<file path="config.mk">
export PLATFORM = sky130hd
export DESIGN_NAME = vbsme_result_sequencer
export DESIGN_NICKNAME = d
export VERILOG_FILES = /design/src/rtl/vbsme_test_pkg.sv /design/src/rtl/vbsme_cycle_timer.sv /design/src/rtl/vbsme_result_sequencer.sv
export SDC_FILE = /design/constraint.sdc
export NUM_CORES = 1
export LEC_CHECK = 0
export CORE_ASPECT_RATIO = 1.75
export CORE_MARGIN = 10
export CORE_UTILIZATION = 50
export DETAILED_ROUTE_END_ITERATION = 8
export HOLD_SLACK_MARGIN = 0.02
export PLACE_DENSITY_LB_ADDON = 0.05
export REMOVE_ABC_BUFFERS = 1
export SLEW_MARGIN = 20
export SYNTH_ARGS = -nofsm -noshare
export SYNTH_HDL_FRONTEND = slang
export SYNTH_SLANG_ARGS = --single-unit
</file>
<file path="constraint.sdc">
create_clock -name clk -period 3.5 [get_ports clk]
set_input_delay 0.35 -clock clk [delete_from_list [all_inputs] [get_ports clk]]
set_output_delay 0.35 -clock clk [all_outputs]
set_load 0.01 [all_outputs]
</file>
<file path="src/rtl/vbsme_test_pkg.sv">
// Shared types for the VBSME result sequencer.
//   seq_state_t : sequencer FSM states
//   result_t    : one core result / expected record {x, y, sad}
//   DEF_DATA_W  : default (and maximum) width of the result fields
//   DEF_CNT_W   : default width of the trial index and tallies
package vbsme_test_pkg;

    localparam int DEF_DATA_W = 32;
    localparam int DEF_CNT_W  = 8;

    typedef enum logic [2:0] {
        IDLE,
        RST_CORE,
        WAIT_RES,
        COMPARE,
        NEXT,
        DONE
    } seq_state_t;

    typedef struct packed {
        logic [DEF_DATA_W-1:0] x;
        logic [DEF_DATA_W-1:0] y;
        logic [DEF_DATA_W-1:0] sad;
    } result_t;

endpackage

</file>
<file path="src/rtl/vbsme_cycle_timer.sv">
// Down-counting cycle timer. Loading N-1 makes expired rise after N cycles.
//   clk      in  clock
//   reset    in  synchronous active-high reset (count cleared, expired high)
//   load     in  load load_val this cycle
//   load_val in  W bits, value loaded
//   expired  out count has reached zero
module vbsme_cycle_timer #(
    parameter int W = 8
) (
    input  logic         clk,
    input  logic         reset,
    input  logic         load,
    input  logic [W-1:0] load_val,
    output logic         expired
);

    logic [W-1:0] cnt;

    always_ff @(posedge clk) begin
        if (reset)
            cnt <= '0;
        else if (load)
            cnt <= load_val;
        else if (cnt != '0)
            cnt <= cnt - 1'b1;
    end

    assign expired = (cnt == '0);

endmodule

</file>
<file path="src/rtl/vbsme_result_sequencer.sv">
// Self-checking trial sequencer for the VBSME motion-estimation core.
// Runs NUM_TESTS trials: resets the core, waits for its result strobe,
// compares the result with the expected table entry and tallies pass/fail.
// Optional watchdog: define VBSME_TIMEOUT_EN to fail trials whose result
// does not arrive within TIMEOUT_CYC cycles; otherwise timeout is tied low.
// Ports:
//   clk, reset              clock, synchronous active-high reset
//   start                   one-cycle run request (IDLE/DONE only)
//   core_rst                reset to the core (held high while idle/done)
//   res_valid, x_sad,
//   y_sad, sad              core result strobe and fields
//   test_idx                trial index, addresses the expected table
//   exp_x, exp_y, exp_sad   expected values for test_idx (combinational)
//   busy, done              run status
//   last_match              outcome of the latest trial
//   pass_cnt, fail_cnt      saturating tallies
//   timeout                 sticky watchdog flag
// DATA_W must not exceed the package result width.
module vbsme_result_sequencer
    import vbsme_test_pkg::*;
#(
    parameter int DATA_W      = DEF_DATA_W,
    parameter int NUM_TESTS   = 4,
    parameter int RST_CYC     = 2,
    parameter int TIMEOUT_CYC = 65536,
    parameter int CNT_W       = DEF_CNT_W
) (
    input  logic              clk,
    input  logic              reset,
    input  logic              start,
    output logic              core_rst,
    input  logic              res_valid,
    input  logic [DATA_W-1:0] x_sad,
    input  logic [DATA_W-1:0] y_sad,
    input  logic [DATA_W-1:0] sad,
    output logic [CNT_W-1:0]  test_idx,
    input  logic [DATA_W-1:0] exp_x,
    input  logic [DATA_W-1:0] exp_y,
    input  logic [DATA_W-1:0] exp_sad,
    output logic              busy,
    output logic              done,
    output logic              last_match,
    output logic [CNT_W-1:0]  pass_cnt,
    output logic [CNT_W-1:0]  fail_cnt,
    output logic              timeout
);

`ifdef VBSME_TIMEOUT_EN
    localparam int TMR_MAX = (RST_CYC > TIMEOUT_CYC) ? RST_CYC : TIMEOUT_CYC;
`else
    // Watchdog length plays no part here; the term only keeps it referenced.
    localparam int TMR_MAX = RST_CYC + 0 * TIMEOUT_CYC;
`endif
    localparam int TMR_W = $clog2(TMR_MAX + 1);
    localparam logic [CNT_W-1:0] LAST_IDX = CNT_W'(NUM_TESTS - 1);

    seq_state_t       state;
    result_t          res_q, exp_q;
    logic             match;
    logic             tmr_load, tmr_exp;
    logic [TMR_W-1:0] tmr_val;

    assign match = (res_q == exp_q);

    // One timer serves both the core-reset hold and the result watchdog;
    // it is reloaded on entry to whichever state is about to use it.
    always_comb begin
        tmr_load = 1'b0;
        tmr_val  = TMR_W'(RST_CYC - 1);
        case (state)
            IDLE, DONE: tmr_load = start;
            NEXT:       tmr_load = (test_idx != LAST_IDX);
`ifdef VBSME_TIMEOUT_EN
            RST_CORE: begin
                tmr_load = tmr_exp;
                tmr_val  = TMR_W'(TIMEOUT_CYC - 1);
            end
`endif
            default: ;
        endcase
    end

    vbsme_cycle_timer #(.W(TMR_W)) u_timer (
        .clk      (clk),
        .reset    (reset),
        .load     (tmr_load),
        .load_val (tmr_val),
        .expired  (tmr_exp)
    );

`ifdef VBSME_TIMEOUT_EN
    logic timeout_q;
    assign timeout = timeout_q;
`else
    assign timeout = 1'b0;
`endif

    always_ff @(posedge clk) begin
        if (reset) begin
            state      <= IDLE;
            core_rst   <= 1'b1;
            busy       <= 1'b0;
            done       <= 1'b0;
            last_match <= 1'b0;
            test_idx   <= '0;
            pass_cnt   <= '0;
            fail_cnt   <= '0;
            res_q      <= '0;
            exp_q      <= '0;
`ifdef VBSME_TIMEOUT_EN
            timeout_q  <= 1'b0;
`endif
        end else begin
            case (state)
                IDLE, DONE: begin
                    if (start) begin
                        state    <= RST_CORE;
                        core_rst <= 1'b1;
                        busy     <= 1'b1;
                        done     <= 1'b0;
                        test_idx <= '0;
                        pass_cnt <= '0;
                        fail_cnt <= '0;
`ifdef VBSME_TIMEOUT_EN
                        timeout_q <= 1'b0;
`endif
                    end
                end
                RST_CORE: begin
                    if (tmr_exp) begin
                        state    <= WAIT_RES;
                        core_rst <= 1'b0;
                    end
                end
                WAIT_RES: begin
                    // A strobe on the expiry cycle still takes the normal path.
                    if (res_valid) begin
                        res_q <= '{x: DEF_DATA_W'(x_sad), y: DEF_DATA_W'(y_sad),
                                   sad: DEF_DATA_W'(sad)};
                        exp_q <= '{x: DEF_DATA_W'(exp_x), y: DEF_DATA_W'(exp_y),
                                   sad: DEF_DATA_W'(exp_sad)};
                        state <= COMPARE;
                    end
`ifdef VBSME_TIMEOUT_EN
                    else if (tmr_exp) begin
                        if (fail_cnt != '1)
                            fail_cnt <= fail_cnt + 1'b1;
                        last_match <= 1'b0;
                        timeout_q  <= 1'b1;
                        state      <= NEXT;
                    end
`endif
                end
                COMPARE: begin
                    last_match <= match;
                    if (match) begin
                        if (pass_cnt != '1)
                            pass_cnt <= pass_cnt + 1'b1;
                    end else if (fail_cnt != '1) begin
                        fail_cnt <= fail_cnt + 1'b1;
                    end
                    state <= NEXT;
                end
                NEXT: begin
                    core_rst <= 1'b1;
                    if (test_idx == LAST_IDX) begin
                        state <= DONE;
                        busy  <= 1'b0;
                        done  <= 1'b1;
                    end else begin
                        test_idx <= test_idx + 1'b1;
                        state    <= RST_CORE;
                    end
                end
                default: state <= IDLE;
            endcase
        end
    end

endmodule

</file>
==> qor.yml <==
outcome: "finished clean"
critPathLaunchType: "flip-flop"
wl_mm: 25.8
arrival_ns: 3.11
fin_crit_ns: 2.70
critPathRequiredTime_ns: 3.91
cts_sinks: 225
cellPowerDensity_mw_per_mm2: 495
rrSetupSlack_ns: 0.80
r2r_cells: 7
slowest_delay_ns: 0.63
hold_depth: 2
ctsHoldBuffers: 0
clk_path_buf_depth: 3
grt_max_degree: 90
grt_usage_pct: 20.2
netlist_area_sq_mm: 0.00943
numCtsBuffers: 20
cpMaxStageDelayCell: "nor4_1"
leakage_nw: 4.91
synth_flop_cell: "dfxtp_1"
ir_drop_v: 0.000402
die_area_sq_mm: 0.0250
synth.distinct_cells: 49
rows: 66
grt_pass1_vias: 8398
rsz0062_at_grt: "false"
cp_max_fo: 6
die_w_um: 124
drive_above_1_share_pct: 3.95
reg2reg_from: "exp_q[17]"
end_kind: "flip-flop"
holdPathEnd: "res_q[55]"
postCtsSetupBuffers: 0
clk_latency_ns: 0.49
slew_violations: 0
htree_levels: 1
core_sq_mm: 0.0186
clk_root_buffer_cell: "clkbuf_16"
viasPerCell: 5.13
r2r-end: "pass_cnt[7]"
synth_cells: 1201
finalClockSkew_ns: 0.00820
synth_area_per_cell_sq_um: 7.85
fin_crit_sh_pct: 77.2
cts-resized-gates: 0
min_path_type: "in -> reg"
fmax_ghz: 0.370
cts_tree: "done"
place_congestion: 0.835
critPathBufInv: 0
fp.dieH_um: 202
ys_warn_count: 0
start_util_pct: 50.7
synth-edff-count: 0
antenna_found_initial: 3
slew_headroom_pct: 46.6
critPathTopFamily: "simple AND/OR/NAND/NOR gates"
drv_cap: 0
nets: 1579
grt_overflow: 0
first_iter_violations: 374
tightest_slew_ns: 0.801
layout_common_cells: "nand2_1, dfxtp_1, clkdlybuf4s50_1"
firstDrtPassIters: 4
async_flop_share_pct: 0
hp-start: "reset"
drtAntennaViolNets: 0
final_common_cell: "nand2_1"
yosysSeqAreaShare_pct: 47.8
finalNonFillerCells: 1634
finalSetupViolations: 0
numPlacedInstances: 1595
hold_viol_final: 0
path_cells: "xor2_1, nor4_1, nand4_1, nor4_2, nand2_2, or3_1, o31ai_1"
crit_type: "reg -> reg"
clkSlewWorstSetupHoldPaths_ns: 0.07
wire_per_inst_um: 15.8
area_delta_synth_final_pct: 32.2
ios: 225
drcViolationCount: 0
vias: 8385
port-buffer-count: 223
finalSetupTns_ns: 0
synth-seq-cells: 225
hpwl_mm: 19.2
grt_pass1_wl_mm: 41.4
==> cells by family (layout without fill, tap and decap cells) <==
family / count (synthesis) / after routing / synth area share, %
and+or+nand+nor: 540 / 540 / 24.6
AOI/OAI and AO/OA: 241 / 241 / 13.6
DFF: 225 / 225 / 47.8
xor gates and xnor gates: 104 / 104 / 9.66
buffers and inverters: 83 / 275 / 3.39
adders and majority gates: 4 / 4 / 0.531
muxes: 3 / 3 / 0.345
other: 1 / 4 / 0.0398
==> stage by stage <==
step | total power (W) | hold slack [ns] | area [sq um] | util, % | setup WS (ns)
after floorplan | 0.00351 | 0.419 | 9130 | - | -6.88
after global placement | 0.00398 | 0.453 | 11800 | 63.4 | 0.707
after detailed placement | 0.00400 | 0.458 | 11800 | 63.4 | 0.784
after CTS | 0.00624 | 0.348 | 12500 | 67.0 | 0.762
after global routing | 0.00646 | 0.385 | 12500 | 67.1 | 0.576
final | 0.00617 | 0.357 | 12500 | 67.1 | 0.799
==> worst max-delay path by stage <==
stage | start | to | slack, ns | cells past startpoint
2_1_floorplan | state[1] | exp_q[0] | -6.88 | 4
3_3_place_gp | exp_q[17] | pass_cnt[7] | 0.71 | 7
3_5_place_dp | exp_q[17] | pass_cnt[7] | 0.78 | 7
4_1_cts | exp_q[17] | pass_cnt[7] | 0.76 | 7
5_1_grt | state[0] | pass_cnt[7] | 0.58 | 7
6_report | exp_q[17] | pass_cnt[7] | 0.80 | 7
==> power breakdown <==
part | internal [W] | leakage (nW) | total, W | switching [W]
Clock | 0.00131 | 0.333 | 0.00225 | 0.000934
Sequential | 0.00269 | 1.82 | 0.00279 | 0.0000972
Combinational | 0.000510 | 2.76 | 0.00113 | 0.000623
Total | 0.00452 | 4.91 | 0.00617 | 0.00166
==> registers in the layout, indices dropped and copies added (netlist names) <==
register	count
fail_cnt	8
core_rst	1
state	3
u_timer.cnt	2
last_match	1
busy	1
exp_q	96
res_q	96
done	1
test_idx	8
pass_cnt	8
==> metal layers <==
layer / global-route usage (%) / share of wire (%)
met4: 6.31 / 2.3
met1: 21.4 / 38
met2: 37.3 / 54
met3: 4.85 / 6.1
met5: 0 / 0
==> cell usage after synthesis, types with 7 or more instances <==
cell / number / area share [%]
a21oi_1: 206 / 11
and3_1: 10 / 0.66
clkbuf_1: 71 / 2.8
dfxtp_1: 225 / 48
inv_1: 7 / 0.28
nand2_1: 402 / 16
nand2b_1: 9 / 0.60
nand3_1: 7 / 0.37
nand4_1: 12 / 0.80
nor2_1: 29 / 1.2
nor3_1: 8 / 0.42
nor4_1: 41 / 2.7
o21ai_0: 8 / 0.42
o31ai_1: 7 / 0.56
xor2_1: 103 / 9.6
==> final cells by class <==
type	count	area, sq um
antenna	3	7.51
clock buffer	28	582
clock inverter	8	92.6
fill	1633	6120
inverter	7	26.3
multi-input combinational	893	4610
sequential	225	4500
tap	238	298
timing repair buffer	232	2340
Note: power is estimated with default switching activity, not from simulation.
